**config.mk**
```make
export PLATFORM = sky130hd
export DESIGN_NAME = serial_deser
export DESIGN_NICKNAME = d
export VERILOG_FILES = /design/src/rtl/serial_deser_pkg.sv /design/src/rtl/deser_out_reg.sv /design/src/rtl/serial_deser.sv
export SDC_FILE = /design/constraint.sdc
export NUM_CORES = 1
export LEC_CHECK = 0
export CAP_MARGIN = 10
export CORE_MARGIN = 1
export CORE_UTILIZATION = 45
export CTS_CLUSTER_SIZE = 40
export DETAILED_ROUTE_END_ITERATION = 6
export PLACE_DENSITY = 0.79
export SYNTH_ARGS = -nofsm -noshare
export SYNTH_HDL_FRONTEND = slang
export SYNTH_SLANG_ARGS = --single-unit
export TNS_END_PERCENT = 1
```
**constraint.sdc**
```tcl
create_clock -name Clock -period 4.1 [get_ports Clock]
set_input_delay 1.025 -clock Clock [delete_from_list [all_inputs] [get_ports Clock]]
set_output_delay 1.025 -clock Clock [all_outputs]
set_load 0.1 [all_outputs]
```
**src/rtl/serial_deser_pkg.sv**
```systemverilog
// Shared definitions for the framed serial deserializer: FSM state encoding and default sizing.
package serial_deser_pkg;

  typedef enum logic [1:0] {
    ST_IDLE = 2'd0,
    ST_DATA = 2'd1,
    ST_PAR  = 2'd2
  } state_e;

  localparam int DEF_WIDTH = 8;
  localparam int DEF_CNT_W = 3;

endpackage

```
**src/rtl/deser_out_reg.sv**
```systemverilog
// Output holding register for serial_deser: word/valid/overrun with a valid/ready handshake.
// Macro DESER_PARITY_EN adds the registered parity-error flag that travels with the word.
module deser_out_reg #(
  parameter int WIDTH = serial_deser_pkg::DEF_WIDTH
) (
  input  logic             clk,
  input  logic             rst_n,
  input  logic             load_i,
  input  logic [WIDTH-1:0] word_i,
`ifdef DESER_PARITY_EN
  input  logic             perr_i,
  output logic             q_perr_o,
`endif
  input  logic             q_ready_i,
  input  logic             clear_ovr_i,
  output logic [WIDTH-1:0] q_o,
  output logic             q_valid_o,
  output logic             overrun_o
);

  logic [WIDTH-1:0] q_q, q_d;
  logic             valid_q, valid_d;
  logic             ovr_q, ovr_d;
`ifdef DESER_PARITY_EN
  logic             perr_q, perr_d;
`endif

  always_comb begin
    // NOTE: every output of this block gets a default first, so no path can infer a latch.
    q_d     = q_q;
    valid_d = valid_q;
    ovr_d   = ovr_q;
`ifdef DESER_PARITY_EN
    perr_d  = perr_q;
`endif
    if (clear_ovr_i) ovr_d = 1'b0;
    if (load_i) begin
      // A slot frees up on this edge if it was empty or is being accepted right now.
      if (!valid_q || q_ready_i) begin
        q_d     = word_i;
        valid_d = 1'b1;
`ifdef DESER_PARITY_EN
        perr_d  = perr_i;
`endif
      end else begin
        ovr_d = 1'b1;
      end
    end else if (valid_q && q_ready_i) begin
      valid_d = 1'b0;
    end
  end

  always_ff @(posedge clk or negedge rst_n) begin
    // NOTE: sequential state uses non-blocking assignments so all flops update from pre-edge values.
    if (!rst_n) begin
      q_q     <= '0;
      valid_q <= 1'b0;
      ovr_q   <= 1'b0;
`ifdef DESER_PARITY_EN
      perr_q  <= 1'b0;
`endif
    end else begin
      q_q     <= q_d;
      valid_q <= valid_d;
      ovr_q   <= ovr_d;
`ifdef DESER_PARITY_EN
      perr_q  <= perr_d;
`endif
    end
  end

  assign q_o       = q_q;
  assign q_valid_o = valid_q;
  assign overrun_o = ovr_q;
`ifdef DESER_PARITY_EN
  assign q_perr_o  = perr_q;
`endif

endmodule

```
**src/rtl/serial_deser.sv**
```systemverilog
// Framed serial-to-parallel deserializer: start bit, WIDTH data bits MSB-first, valid/ready output.
// Macro DESER_PARITY_EN adds a trailing even-parity bit and the Q_perr output.
module serial_deser
  import serial_deser_pkg::*;
#(
  parameter int WIDTH = DEF_WIDTH,
  parameter int CNT_W = DEF_CNT_W
) (
  input  logic             Clock,
  input  logic             Resetn,
  input  logic             A,
  input  logic             A_valid,
  input  logic             Q_ready,
  input  logic             Clear_ovr,
  output logic [WIDTH-1:0] Q,
  output logic             Q_valid,
  output logic             Busy,
`ifdef DESER_PARITY_EN
  output logic             Q_perr,
`endif
  output logic             Overrun
);

  // Without parity the last data bit completes the word straight from the input,
  // so the shifter only needs to hold the first WIDTH-1 bits.
`ifdef DESER_PARITY_EN
  localparam int SHIFT_W = WIDTH;
`else
  localparam int SHIFT_W = WIDTH - 1;
`endif
  localparam logic [CNT_W-1:0] LAST_BIT = CNT_W'(WIDTH - 1);

  state_e             state_q, state_d;
  logic [CNT_W-1:0]   cnt_q, cnt_d;
  logic [SHIFT_W-1:0] shift_q, shift_d;
  logic               load;
  logic [WIDTH-1:0]   word;
`ifdef DESER_PARITY_EN
  logic               perr;
`endif

  always_comb begin
    state_d = state_q;
    cnt_d   = cnt_q;
    shift_d = shift_q;
    load    = 1'b0;
`ifdef DESER_PARITY_EN
    word    = shift_q;
    perr    = 1'b0;
`else
    word    = {shift_q, A};
`endif
    if (A_valid) begin
      unique case (state_q)
        ST_IDLE: begin
          if (A) begin
            state_d = ST_DATA;
            cnt_d   = '0;
          end
        end
        ST_DATA: begin
          shift_d = SHIFT_W'({shift_q, A});
          if (cnt_q == LAST_BIT) begin
`ifdef DESER_PARITY_EN
            state_d = ST_PAR;
`else
            state_d = ST_IDLE;
            load    = 1'b1;
`endif
          end else begin
            cnt_d = cnt_q + CNT_W'(1);
          end
        end
`ifdef DESER_PARITY_EN
        ST_PAR: begin
          state_d = ST_IDLE;
          load    = 1'b1;
          perr    = (^shift_q) ^ A;
        end
`endif
        default: state_d = ST_IDLE;
      endcase
    end
  end

  always_ff @(posedge Clock or negedge Resetn) begin
    if (!Resetn) begin
      state_q <= ST_IDLE;
      cnt_q   <= '0;
      shift_q <= '0;
    end else begin
      state_q <= state_d;
      cnt_q   <= cnt_d;
      shift_q <= shift_d;
    end
  end

  assign Busy = (state_q != ST_IDLE);

  deser_out_reg #(
    .WIDTH (WIDTH)
  ) u_out_reg (
    .clk         (Clock),
    .rst_n       (Resetn),
    .load_i      (load),
    .word_i      (word),
`ifdef DESER_PARITY_EN
    .perr_i      (perr),
    .q_perr_o    (Q_perr),
`endif
    .q_ready_i   (Q_ready),
    .clear_ovr_i (Clear_ovr),
    .q_o         (Q),
    .q_valid_o   (Q_valid),
    .overrun_o   (Overrun)
  );

endmodule

```
==> qor.csv <==
metric;value;unit
run status;completed;
final net count;84;
Max stage delay on crit path;1.19;ns
CTS Hold Bufs;0;
Max-slew headroom;0.3495;
RSZ-0062 raised after global routing;no;
Vias per Instance;5.000;
Clock Path Buffers;2;
dominant cells by area after synthesis;dfrtp_1 (59%), mux2_4 (14%), mux2_2 (10%);
initial antenna violation count;0;
Synth area leader;dfrtp_1;
vias in the first global route;502;
CTS tree;yes;
area share of the leading cell type in the synthesized netlist;0.5915;
max-slew violation count;0;
cells after synthesis;57;
DP Wirelength;962;um
syn_area_per_cell;15.59;um^2
Site Rows;15;
CP Max Fanout;9;
Worst R2R Path Depth;5;
Worst Setup End Kind;primary output;
Port-buffer cells;16;
met1 Use GR;0.2111;
post-synthesis sequential area ratio;0.5915;
GRT busiest layer;met2;
Area Overhead vs Synth;22.53;%
residual DRC count;0;
H-tree depth;1;
Detail Route Antenna Nets;0;
via count;500;
critical path arrival;2.00;ns
Die H;46.43;um
FILL cells;152;
WP data required;3.07;ns
layout cell share with drive strength beyond 1;0.2933;
Worst-Skew Late Latency;0.29;ns
Core Area;1783;um^2
Tmin final;3.029;ns
first-pass GRT wire length;2235;um
die area;2156;um^2
type of origin of the critical path;flip-flop;
diode count;0;
# IOs;17;
clock slew at reported path FFs;0.11;ns
critical path depth;1;
Netlist cell types;17;
WL final;1302;um
hold crit path type;flip-flop to flip-flop;
Max Freq;0.3302;GHz
DR pass1 iterations;3;
Post-CTS Setup Repair Bufs;0;
width of the die;46.43;um
Synth Warn #;0;
setup ws final;1.071;ns
setup tns final;0;ns
All-Layer GR Usage;0.1486;
Final Wtd Congestion;0.7051;
type of the worst setup path;flip-flop to primary output;
detailed router's first-iteration violation count;12;
gr ovfl total;0;
Synth Net Count;65;
CP max stage cell;clkdlybuf4s50_1;
clock root cell;clkbuf_4;
pin count of the biggest net entering global routing;22;
Global Route met3 Usage;0.01176;
Worst Clk Skew;0.004180;ns
setup violators final;0;
clk sinks;21;
post-CTS resize count;0;
worst slew pin tran;0.9727;ns
maxcap violations;0;
critical path's top delay family;buffers and inverters;
final count of hold timing violations;0;
WP buf/inv;1;
dpl ws;1.384;ns
met2 usage;0.2278;
#FFs+latches synth;21;
CTS buffer count;3;
synthesized area;888.4;um^2
Starting Density;0.4982;
worst hold path stage count;1;
critical path, cell by cell;clkdlybuf4s50_1;
WL per Instance;13.02;um
final period utilization;0.7387;
worst hold slack;0.5185;ns
==> worst paths after layout <==
check / startpoint / end / slack, ns
min in group asynchronous: Resetn / u_out_reg.q_o[4] / 1.23
max in group asynchronous: Resetn / u_out_reg.q_valid_o / 2.31
setup reg to reg: cnt_q[0] / u_out_reg.q_o[2] / 2.21
setup / recovery: state_q[0] / Busy / 1.07
hold reg to reg: shift_q[6] / u_out_reg.q_o[7] / 0.52
hold / removal: shift_q[6] / u_out_reg.q_o[7] / 0.52
==> layer usage <==
layer / vias to the layer above / wire length [um] / share of wire
li1: 244 / - / -
met1: 241 / 649 / 0.50
met2: 13 / 591 / 0.45
met3: 2 / 48 / 0.037
met4: 0 / 12 / 0.0092
met5: - / 0 / 0
==> cells by family (layout without fill, tap and decap cells) <==
family / count (synthesis) / in the layout / share of synthesized area
flops: 21 / 21 / 0.5915
buf+inv: 3 / 21 / 0.02535
compound gates: 9 / 9 / 0.07464
fa+ha+maj: 2 / 2 / 0.02816
mux: 16 / 16 / 0.2366
simple gates: 6 / 6 / 0.04368
==> layout make-up <==
| type | count | area, um^2 | area share |
|---|---|---|---|
| tap | 25 | 31.28 | 0.02874 |
| inverter | 1 | 3.754 | 0.003448 |
| clock inverter | 1 | 5.005 | 0.004598 |
| sequential | 21 | 525.5 | 0.4828 |
| clock buffer | 3 | 22.52 | 0.02069 |
| multi-input combinational | 33 | 340.3 | 0.3126 |
| timing repair buffer | 16 | 160.2 | 0.1471 |
==> through the flow <==
stage	cells	utilization	instance area (um^2)
6_report	100	0.6105	1089
2_1_floorplan	57	-	888.4
5_1_grt	100	0.6105	1089
3_5_place_dp	96	0.5951	1061
3_3_place_gp	96	0.5951	1061
4_1_cts	100	0.6105	1089
==> registers in the layout, summed over array words and instances, names as in the netlist <==
name,flops
u_out_reg.overrun_o,1
u_out_reg.q_o,8
u_out_reg.q_valid_o,1
state_q,1
shift_q,7
cnt_q,3
==> cells in the final DEF (no fill, tap or decap), drive strengths merged <==
cell           netlist  routed
a21oi                1       1
nor2b                2       2
a22o                 5       5
mux2                16      16
o22ai                1       1
nand2                2       2
a31oi                1       1
nand2b               1       1
clkdlybuf4s50        0      16
ha                   2       2
inv                  1       1
o21ai                1       1
dfrtp               21      21
clkbuf               0       3
nand3                1       1
clkinv               0       1
==> cells in the mapped netlist (all sizes together) <==
cell	number
a31oi	1
a21oi	1
nand2	2
nor2b	2
o22ai	1
mux2	16
inv	1
dfrtp	21
ha	2
buf	2
a22o	5
o21ai	1
nand2b	1
nand3	1
Power is left out: the tool's default activity adds up to more than one toggle a clock period on the data nets, which glitch-free logic cannot reach.
